===== src/rtl/cpu_pkg.sv =====
// Shared CPU front-end definitions: default widths, reset PC, opcode constants and fetch FSM states.
package cpu_pkg;

  localparam int          DEF_ADDR_W   = 64;
  localparam int          DEF_INSTR_W  = 32;
  localparam logic [63:0] DEF_RESET_PC = 64'h0;

  localparam logic [5:0]  OPC_B = 6'b000101;

  typedef enum logic [1:0] {
    IDLE  = 2'd0,
    ISSUE = 2'd1,
    WAIT  = 2'd2
  } fetch_state_e;

  function automatic logic is_b_opcode(input logic [5:0] opc);
    return (opc == OPC_B);
  endfunction

endpackage


===== src/rtl/fetch_queue.sv =====
// Small shift-register FIFO between fetch and decode; entry 0 is always the head.
// Flush dominates push; head contents are held when the queue drains or is flushed.
module fetch_queue #(
  parameter int QDEPTH = 2,
  parameter int DW     = 96
) (
  input  logic                     clk,
  input  logic                     rst,
  input  logic                     push,
  input  logic [DW-1:0]            push_data,
  input  logic                     pop,
  input  logic                     flush,
  output logic [$clog2(QDEPTH):0] count,
  output logic [$clog2(QDEPTH):0] count_next,
  output logic                     head_valid,
  output logic [DW-1:0]            head_data
);

  localparam int CNT_W = $clog2(QDEPTH) + 1;
  localparam int PTR_W = $clog2(QDEPTH);

  logic [DW-1:0]    ent_r [QDEPTH];
  logic [CNT_W-1:0] count_r;
  logic [CNT_W-1:0] count_nx_s;
  logic [PTR_W-1:0] wr_idx_s;
  logic             valid_r;

  // Occupancy next-state and the slot a push lands in (behind the head when popping).
  always_comb begin
    count_nx_s = count_r;
    wr_idx_s   = {PTR_W{1'b0}};
    if (flush) begin
      count_nx_s = {CNT_W{1'b0}};
    end else begin
      count_nx_s = count_r + CNT_W'(push) - CNT_W'(pop);
    end
    if (pop) begin
      wr_idx_s = PTR_W'(count_r - CNT_W'(1'b1));
    end else begin
      wr_idx_s = PTR_W'(count_r);
    end
  end

  // Storage, count and registered head-valid.
  always_ff @(posedge clk or posedge rst) begin
    if (rst) begin
      count_r <= {CNT_W{1'b0}};
      valid_r <= 1'b0;
      for (int i = 0; i < QDEPTH; i++) begin
        ent_r[i] <= {DW{1'b0}};
      end
    end else begin
      count_r <= count_nx_s;
      valid_r <= (count_nx_s != {CNT_W{1'b0}});
      if (!flush) begin
        if (pop) begin
          for (int i = 0; i < QDEPTH - 1; i++) begin
            if (CNT_W'(i + 1) < count_r) begin
              ent_r[i] <= ent_r[i+1];
            end
          end
        end
        if (push) begin
          ent_r[wr_idx_s] <= push_data;
        end
      end
    end
  end

  assign count      = count_r;
  assign count_next = count_nx_s;
  assign head_valid = valid_r;
  assign head_data  = ent_r[0];

endmodule


===== src/rtl/fetch_unit_chk.sv =====
// Protocol and occupancy checks for fetch_unit; simulation-only properties, no logic.
module fetch_unit_chk
  import cpu_pkg::*;
#(
  parameter int QDEPTH = 2,
  parameter int CNT_W  = 2
) (
  input logic             clk,
  input logic             reset,
  input fetch_state_e     state,
  input logic             imem_rvalid,
  input logic             push,
  input logic             pop,
  input logic             flush,
  input logic [CNT_W-1:0] count
);

  localparam logic [CNT_W-1:0] DEPTH_C = CNT_W'(QDEPTH);

  a_no_overflow: assert property (@(posedge clk) disable iff (reset)
    !(push && !pop && !flush && (count == DEPTH_C)))
    else $error("fetch_queue overflow: push into a full queue");

  a_rvalid_in_wait: assert property (@(posedge clk) disable iff (reset)
    !(imem_rvalid && (state != WAIT)))
    else $error("imem_rvalid outside WAIT");

  // The outstanding request must always have a free slot waiting for it.
  a_wait_has_room: assert property (@(posedge clk) disable iff (reset)
    !((state == WAIT) && (count == DEPTH_C)))
    else $error("outstanding plus queued entries exceed QDEPTH");

endmodule


===== src/rtl/fetch_unit.sv =====
// Instruction fetch stage: single-outstanding imem requests, epoch-tagged squash on redirect.
// Optional feature macro FETCH_FOLD_B_EN folds unconditional B targets straight into the PC.
module fetch_unit
  import cpu_pkg::*;
#(
  parameter int                ADDR_W   = DEF_ADDR_W,
  parameter int                INSTR_W  = DEF_INSTR_W,
  parameter logic [ADDR_W-1:0] RESET_PC = ADDR_W'(DEF_RESET_PC),
  parameter int                QDEPTH   = 2
) (
  input  logic               clk,
  input  logic               reset,
  input  logic               pc_src,
  input  logic [ADDR_W-1:0]  branch_addr,
  output logic               imem_req,
  output logic [ADDR_W-1:0]  imem_addr,
  input  logic               imem_ready,
  input  logic               imem_rvalid,
  input  logic [INSTR_W-1:0] imem_rdata,
  output logic               if_valid,
  output logic [INSTR_W-1:0] if_instr,
  output logic [ADDR_W-1:0]  if_pc,
  input  logic               id_ready
);

  localparam int               CNT_W   = $clog2(QDEPTH) + 1;
  localparam int               DW      = ADDR_W + INSTR_W;
  localparam logic [CNT_W-1:0] DEPTH_C = CNT_W'(QDEPTH);

  fetch_state_e      state_r;
  fetch_state_e      state_nx_s;
  logic [ADDR_W-1:0] pc_r;
  logic [ADDR_W-1:0] seq_pc_s;
  logic [ADDR_W-1:0] pc_nx_s;
  logic [ADDR_W-1:0] redirect_pc_s;
  logic [ADDR_W-1:0] req_pc_r;
  logic              epoch_r;
  logic              req_epoch_r;
  logic              req_r;
  logic              req_nx_s;
  logic              hs_s;
  logic              push_s;
  logic              pop_s;
  logic [CNT_W-1:0]  q_count_s;
  logic [CNT_W-1:0]  q_count_nx_s;
  logic              q_valid_s;
  logic [DW-1:0]     q_head_s;

  assign hs_s          = req_r & imem_ready;
  assign push_s        = (state_r == WAIT) & imem_rvalid & (req_epoch_r == epoch_r);
  assign pop_s         = q_valid_s & id_ready;
  assign redirect_pc_s = branch_addr & ~ADDR_W'(2'b11);

  // FSM next state and sequential PC advance on an accepted request.
  always_comb begin
    state_nx_s = state_r;
    seq_pc_s   = pc_r;
    case (state_r)
      IDLE: begin
        state_nx_s = ISSUE;
      end
      ISSUE: begin
        if (hs_s) begin
          state_nx_s = WAIT;
          seq_pc_s   = pc_r + ADDR_W'(3'd4);
        end else begin
          state_nx_s = ISSUE;
        end
      end
      WAIT: begin
        if (imem_rvalid) begin
          state_nx_s = ISSUE;
        end else begin
          state_nx_s = WAIT;
        end
      end
      default: begin
        state_nx_s = IDLE;
      end
    endcase
  end

`ifdef FETCH_FOLD_B_EN
  logic              fold_s;
  logic [ADDR_W-1:0] fold_pc_s;

  // A current-epoch B overrides the pc+4 applied at issue; stale responses never fold.
  assign fold_s    = push_s & is_b_opcode(imem_rdata[31:26]);
  assign fold_pc_s = req_pc_r + {{(ADDR_W-28){imem_rdata[25]}}, imem_rdata[25:0], 2'b00};
  assign pc_nx_s   = pc_src ? redirect_pc_s : (fold_s ? fold_pc_s : seq_pc_s);
`else
  assign pc_nx_s   = pc_src ? redirect_pc_s : seq_pc_s;
`endif

  // Request is only offered while the queue can absorb its response.
  assign req_nx_s = (state_nx_s == ISSUE) && (q_count_nx_s < DEPTH_C);

  // PC, epoch, FSM and in-flight request bookkeeping.
  always_ff @(posedge clk or posedge reset) begin
    if (reset) begin
      state_r     <= IDLE;
      pc_r        <= RESET_PC;
      epoch_r     <= 1'b0;
      req_r       <= 1'b0;
      req_pc_r    <= RESET_PC;
      req_epoch_r <= 1'b0;
    end else begin
      state_r <= state_nx_s;
      pc_r    <= pc_nx_s;
      epoch_r <= epoch_r ^ pc_src;
      req_r   <= req_nx_s;
      if (hs_s) begin
        req_pc_r    <= pc_r;
        req_epoch_r <= epoch_r;
      end
    end
  end

  fetch_queue #(
    .QDEPTH (QDEPTH),
    .DW     (DW)
  ) u_queue (
    .clk        (clk),
    .rst        (reset),
    .push       (push_s),
    .push_data  ({req_pc_r, imem_rdata}),
    .pop        (pop_s),
    .flush      (pc_src),
    .count      (q_count_s),
    .count_next (q_count_nx_s),
    .head_valid (q_valid_s),
    .head_data  (q_head_s)
  );

  fetch_unit_chk #(
    .QDEPTH (QDEPTH),
    .CNT_W  (CNT_W)
  ) u_chk (
    .clk         (clk),
    .reset       (reset),
    .state       (state_r),
    .imem_rvalid (imem_rvalid),
    .push        (push_s),
    .pop         (pop_s),
    .flush       (pc_src),
    .count       (q_count_s)
  );

  assign imem_req  = req_r;
  assign imem_addr = pc_r;
  assign if_valid  = q_valid_s;
  assign if_pc     = q_head_s[DW-1:INSTR_W];
  assign if_instr  = q_head_s[INSTR_W-1:0];

endmodule


===== config.mk =====
export PLATFORM = sky130hd
export DESIGN_NAME = fetch_unit
export DESIGN_NICKNAME = d
export VERILOG_FILES = /design/src/rtl/cpu_pkg.sv /design/src/rtl/fetch_queue.sv /design/src/rtl/fetch_unit_chk.sv /design/src/rtl/fetch_unit.sv
export SDC_FILE = /design/constraint.sdc
export NUM_CORES = 1
export LEC_CHECK = 0
export ABC_AREA = 0
export CAP_MARGIN = 20
export CORE_MARGIN = 2
export CORE_UTILIZATION = 41
export DETAILED_ROUTE_END_ITERATION = 10
export SYNTH_ARGS = -nofsm -noshare
export SYNTH_HDL_FRONTEND = slang
export SYNTH_SLANG_ARGS = --single-unit
export TNS_END_PERCENT = 5

===== constraint.sdc =====
create_clock -name clk -period 31.1 [get_ports clk]
set_clock_uncertainty 0.15 [all_clocks]
set_input_delay 4.665 -clock clk [delete_from_list [all_inputs] [get_ports clk]]
set_output_delay 4.665 -clock clk [all_outputs]
set_load 0.1 [all_outputs]

# == Word level (Yosys, flattened, before mapping) ==
# Index checks and enable logic that the tools add are counted.
# classes
addsub,4
multipliers,0
div,0
magnitude_cmp,4
eq_ne,4
shift,0
mux,15
bitwise_logic,7
reduce_logical,8
# op_table
operator,count
$mux W96,4
$bwmux W192,1
$mux W192,1
$mux W64,3
$demux W96 S1,1
$add A64 B3 Y64 const B,1
$mux W2,3
$pmux W2 S3,1
$reduce_bool A2 Y1,3
$and A1 B1 Y1,4
$eq A2 B1 Y1 const B,2
$reduce_and A2 Y1,2
$add A2 B1 Y2,1
$eq A2 B2 Y1 const B,1
$ge A2 B2 Y1 const B,1
$logic_and A1 B1 Y1,2
$logic_not A2 Y1,1
$lt A1 B2 Y1 const A,1
$lt A2 B1 Y1 const B,1
$lt A2 B2 Y1 const B,1
$not A1 Y2,1
$sub A2 B1 Y2,1
$eq A1 B1 Y1,1
$mux W1,1
3 further kinds,3
# word_totals
reg_bits,328
latch_bits,0
ramBits,0
mem_bits_ro,0
elab_cells,52
mem_count,0

# == Depth between registers and ports, before layout ==
# logic_depth
word_depth,9
ltp_mapped,8

# == By module ==
# A second synthesis with hierarchy kept.
# unflattened
hier_cells,1234
hier_area_um2,14890.5
# modules_own_cells
module,n_inst,cells_per_inst,area_per_inst_um2,seq_area_each_um2
fetch_queue,1,636,8712.1,4879.7
fetch_unit,1,598,6178.4,3228.1

# == Least setup slack after synthesis ==
# No wires, ideal clock.
# synth_path
path_kind,input-to-reg
from,input port id_ready
to,register u_queue.ent_r (netlist bit u_queue.head_data[30])
setup_time_ps,125
t_arrival_ps,6467
path_slack_ps,24358
stages,7
n_path_buf,2
cell_sequence,and2_1 -> ha_1 -> nand2_1 -> clkbuf_1 -> clkbuf_1 -> mux2_2 -> mux2_2
# synth_between
elab_chain_cells,9
# synth_lines
item,line,source
from (decl),fetch_unit.sv:23,input logic id_ready
$and A1 B1 Y1 (*),fetch_unit.sv:51,assign pop_s = q_valid_s & id_ready;
$mux W1,fetch_queue.sv:37,if (pop) begin
$not A1 Y2 (implied by the code),fetch_queue.sv:64,ent_r[wr_idx_s] <= push_data;
$ge A2 B2 Y1 (implied by the code) or $lt A2 B1 Y1 (tied branches),fetch_queue.sv:64,
$logic_and A1 B1 Y1 (implied by the code),fetch_queue.sv:64,
$mux W96 (implied by the code),fetch_queue.sv:64,
$demux W96 S1,fetch_queue.sv:64,
$bwmux W192,fetch_queue.sv:64,
$mux W192 (*),fetch_queue.sv:63,if (push) begin
"to (signal, indexed assignment)",fetch_queue.sv:50,ent_r[i] <= {DW{1'b0}};
"to (signal, indexed assignment)",fetch_queue.sv:59,ent_r[i] <= ent_r[i+1];
"to (signal, indexed assignment)",fetch_queue.sv:64,
to (decl),fetch_queue.sv:22,logic [DW-1:0] ent_r [QDEPTH];
# Mark *: on every way between the ends. The rest lies on a longest branch, timed or not. The select of a mux whose other input is x is not followed.
# A chain may end at the register's enable or synchronous reset.

# == Final worst setup path ==
# layout_path
from,input port imem_rvalid
to,register u_queue.ent_r (netlist bit u_queue.head_data[3])
# layout_between
elab_chain_cells,3
# layout_lines
item,line,source
from (decl),fetch_unit.sv:18,"input logic imem_rvalid,"
$and A1 B1 Y1 (2 in series),fetch_unit.sv:50,assign push_s = (state_r == WAIT) & imem_rvalid & (req_epoch_r == epoch_r);
$mux W192,fetch_queue.sv:63,
# Every way passes these cells.

==> flow_metrics.tcl <==
set metrics [dict create \
    rrSetupSlack_ns 26.90 \
    grt_start_max_net_pins 111 \
    worst-path-max-fanout 53 \
    syn_area_sq_um 15090 \
    via_per_inst 5.244 \
    rsz0062_at_grt "no" \
    syn_area_per_cell_sq_um 12.65 \
    drt_wl_total_microns 36500 \
    initial_utilization_pct 41.43 \
    fmax_mhz 121.2 \
    p_leak_uw 0.008400 \
    synthArstFlopShare_pct 100.0 \
    insertion_delay_ns 0.53 \
    peakVddDrop_mv 0.03928 \
    cp.arrival_ns 8.51 \
    finalWeightedCongestion 0.7839 \
    finalCritPeriodShare_pct 26.54 \
    ios 264 \
    path_class "input port to flip-flop" \
    combPwrFrac_pct 28.7 \
    final_nets 1454 \
    overflow 0 \
    dr.pass1.iters 4 \
    power_frac_seq_pct 41.2 \
    hold_class "flip-flop to flip-flop" \
    clock-sinks 322 \
    synth_edf_count 0 \
    crit_path_end "u_queue.head_data[3]$_DFFE_PP0N_" \
    setup_slack_ns 22.85 \
    pwr-share-clk_pct 30.1 \
    synth_cell_types 42 \
    cts-resized-gates 0 \
    design.core.area_sq_um 36430 \
    rows 70 \
    wl_per_cell_microns 19.80 \
    synthCells 1193 \
    grt_pass1_wl_microns 57470 \
    min_path_cells 2 \
    cts_max_path_buffers 3 \
    cts.clk_slew.worst_paths_ns 0.06 \
    die_w_microns 195.9 \
    fp.dieH_microns 195.9 \
    timing.rr.start "epoch_r$_DFF_PP0_" \
    drt_iter0_markers 415 \
    drc 0 \
    internal_power_uw 910.2 \
    final_cell_mix "mux2_2, dfrtp_1, clkdlybuf4s50_1, nand2_1, o21ai_0" \
    dp_slack_ns 22.22 \
    fin_crit_ns 8.253 \
    startpoint_type "input port" \
    cap_violations 0 \
    dp_hpwl_microns 23880 \
    p_switching_uw 478.9 \
    status "complete, no violations" \
    crit_start "imem_rvalid" \
    detail-route-antenna-nets 0 \
    slew_violations 0 \
    r2r_cells 6 \
    powerDensity_nw_per_um2 74.50 \
    final_util_pct 51.17 \
    cts-root-buf "clkbuf_16" \
    h-tree-depth 2 \
    end_kind "flip-flop" \
    dieArea_sq_um 38370 \
    tns_ns 0 \
    grtUsageTotal_pct 19.18 \
    multi_input_area_sq_um 6063 \
    p_sw_share_pct 34.47 \
    post-cts-setup-buffers 0 \
    layout_commonest_cell "mux2_2" \
    synth-warning-count 0 \
    cp.required_ns 31.35 \
    dpl-instance-area_sq_um 17430 \
    stdcell_area_sq_um 18640 \
    vias 9664 \
    first_global_vias 9885 \
    synth_seq_cells 322 \
    ys_seq_area_share_pct 53.38 \
    nFillCells 3200 \
    io_buffers 259 \
    worstMarginPinSlew_ns 1.081 \
    areaGrowthSynthToFinish_pct 23.52 \
    cts_buffers 37 \
    ff_latch_area_sq_um 8058 \
    cts_hold_buffers 0 \
    critical_path.reg2reg.endpoint "u_queue.head_data[3]$_DFFE_PP0N_" \
    antenna_found_initial 7 \
    finalHoldViolations 0 \
    cts_tree "done" \
    slew_headroom_pct 27.73 \
    synth_flop_cell "dfrtp_1" \
    drive_gt1_share_pct 31.73 \
    setup-violations-final 0 \
]
==> synth_stat cells, types with 5 or more instances <==
master	n	area [sq um]
mux2_2	344	3874
xnor2_1	9	78.83
nand4_1	23	143.9
nor3_1	6	30.03
o21ai_0	45	225.2
or2_2	7	43.79
or4_1	15	112.6
o311ai_0	9	78.83
buf_4	98	735.7
nand3_1	36	180.2
nand2_1	65	244.0
inv_1	10	37.54
o31ai_1	12	90.09
xor2_1	28	245.2
nor2_1	29	108.9
clkbuf_1	45	168.9
nor4_1	5	31.28
and3_1	13	81.33
or3_1	7	43.79
buf_2	7	35.03
dfrtp_1	322	8058
a31oi_1	20	125.1
and2_1	5	31.28
==> flip-flops by register name, summed over array words and instances (netlist names) <==
| name | cells |
|---|---|
| u_queue.ent_r | 94 |
| u_queue.count | 2 |
| req_epoch_r | 1 |
| u_queue.head_valid | 1 |
| state_r | 2 |
| u_queue.head_data | 96 |
| epoch_r | 1 |
| imem_addr | 62 |
| imem_req | 1 |
| req_pc_r | 62 |
==> how the worst min path moves through the flow <==
stage	endpoint	from	slack [ns]
6_report	req_pc_r[46]$_DFFE_PP0P_	req_pc_r[46]$_DFFE_PP0P_	0.35
5_1_grt	u_queue.ent_r[46]$_DFFE_PP0P_	u_queue.ent_r[46]$_DFFE_PP0P_	0.35
4_1_cts	u_queue.ent_r[46]$_DFFE_PP0P_	u_queue.ent_r[46]$_DFFE_PP0P_	0.35
3_5_place_dp	u_queue.ent_r[89]$_DFFE_PP0P_	u_queue.ent_r[89]$_DFFE_PP0P_	0.34
3_3_place_gp	u_queue.ent_r[8]$_DFFE_PP0P_	u_queue.ent_r[8]$_DFFE_PP0P_	0.33
2_1_floorplan	req_pc_r[21]$_DFFE_PP0P_	req_pc_r[21]$_DFFE_PP0P_	0.31
==> per-stage QoR <==
step / power (uW) / hold slack, ns / instances
2_1_floorplan: 890.6 / 0.3137 / 1194
3_3_place_gp: 971.4 / 0.3304 / 1776
3_5_place_dp: 981.3 / 0.3375 / 1776
4_1_cts: 1408 / 0.3505 / 1837
5_1_grt: 1457 / 0.3523 / 1841
6_report: 1389 / 0.3467 / 1843
==> final cells by class <==
| cell class | count | share of cell area (%) |
|---|---|---|
| multi-input cells | 705 | 32.52 |
| diodes | 4 | 0.05369 |
| clock buffers | 52 | 6.033 |
| clock inverters | 9 | 0.2617 |
| flip-flops and latches | 322 | 43.22 |
| well taps | 468 | 3.141 |
| repair buffers | 272 | 14.51 |
| inverters | 11 | 0.2617 |
==> power by group through the flow <==
| stage | Sequential [uW] | Clock (uW) | Combinational (uW) |
|---|---|---|---|
| 3_3_place_gp | 575 | 0 | 397 |
| 6_report | 572 | 419 | 398 |
| 5_1_grt | 587 | 448 | 422 |
| 3_5_place_dp | 581 | 0 | 401 |
| 4_1_cts | 573 | 433 | 402 |
| 2_1_floorplan | 623 | 0 | 267 |
==> worst max-delay path, cell delays in order <==
cell and delay (ns):
clkdlybuf4s50_1 0.48, nand2_1 0.06, nor3_1 0.54, nand2_4 0.61
a21oi_4 0.87, buf_4 0.79, mux2_2 0.42
==> cells by family after synthesis <==
kind of cell	Yosys count	share of synthesized area, %
adders and majority gates	3	0.2487
and+or+nand+nor	227	8.032
DFF	322	53.38
muxes	345	25.73
other	1	0.02484
buffers and inverters	167	6.747
AOI/OAI and AO/OA	91	3.689
xor gates and xnor gates	37	2.147
==> routing by layer <==
| layer | part of all wire, % | global-route usage (%) | vias up | wire (microns) |
|---|---|---|---|---|
| met2 | 44 | 29.06 | 243 | 16200 |
| met1 | 47 | 26.43 | 4871 | 17050 |
| li1 | - | - | 4491 | - |
| met5 | 0.074 | 0 | - | 27 |
| met4 | 2.5 | 6.453 | 4 | 915 |
| met3 | 6.3 | 5.570 | 55 | 2308 |
Note: power is estimated with default switching activity, not from simulation.
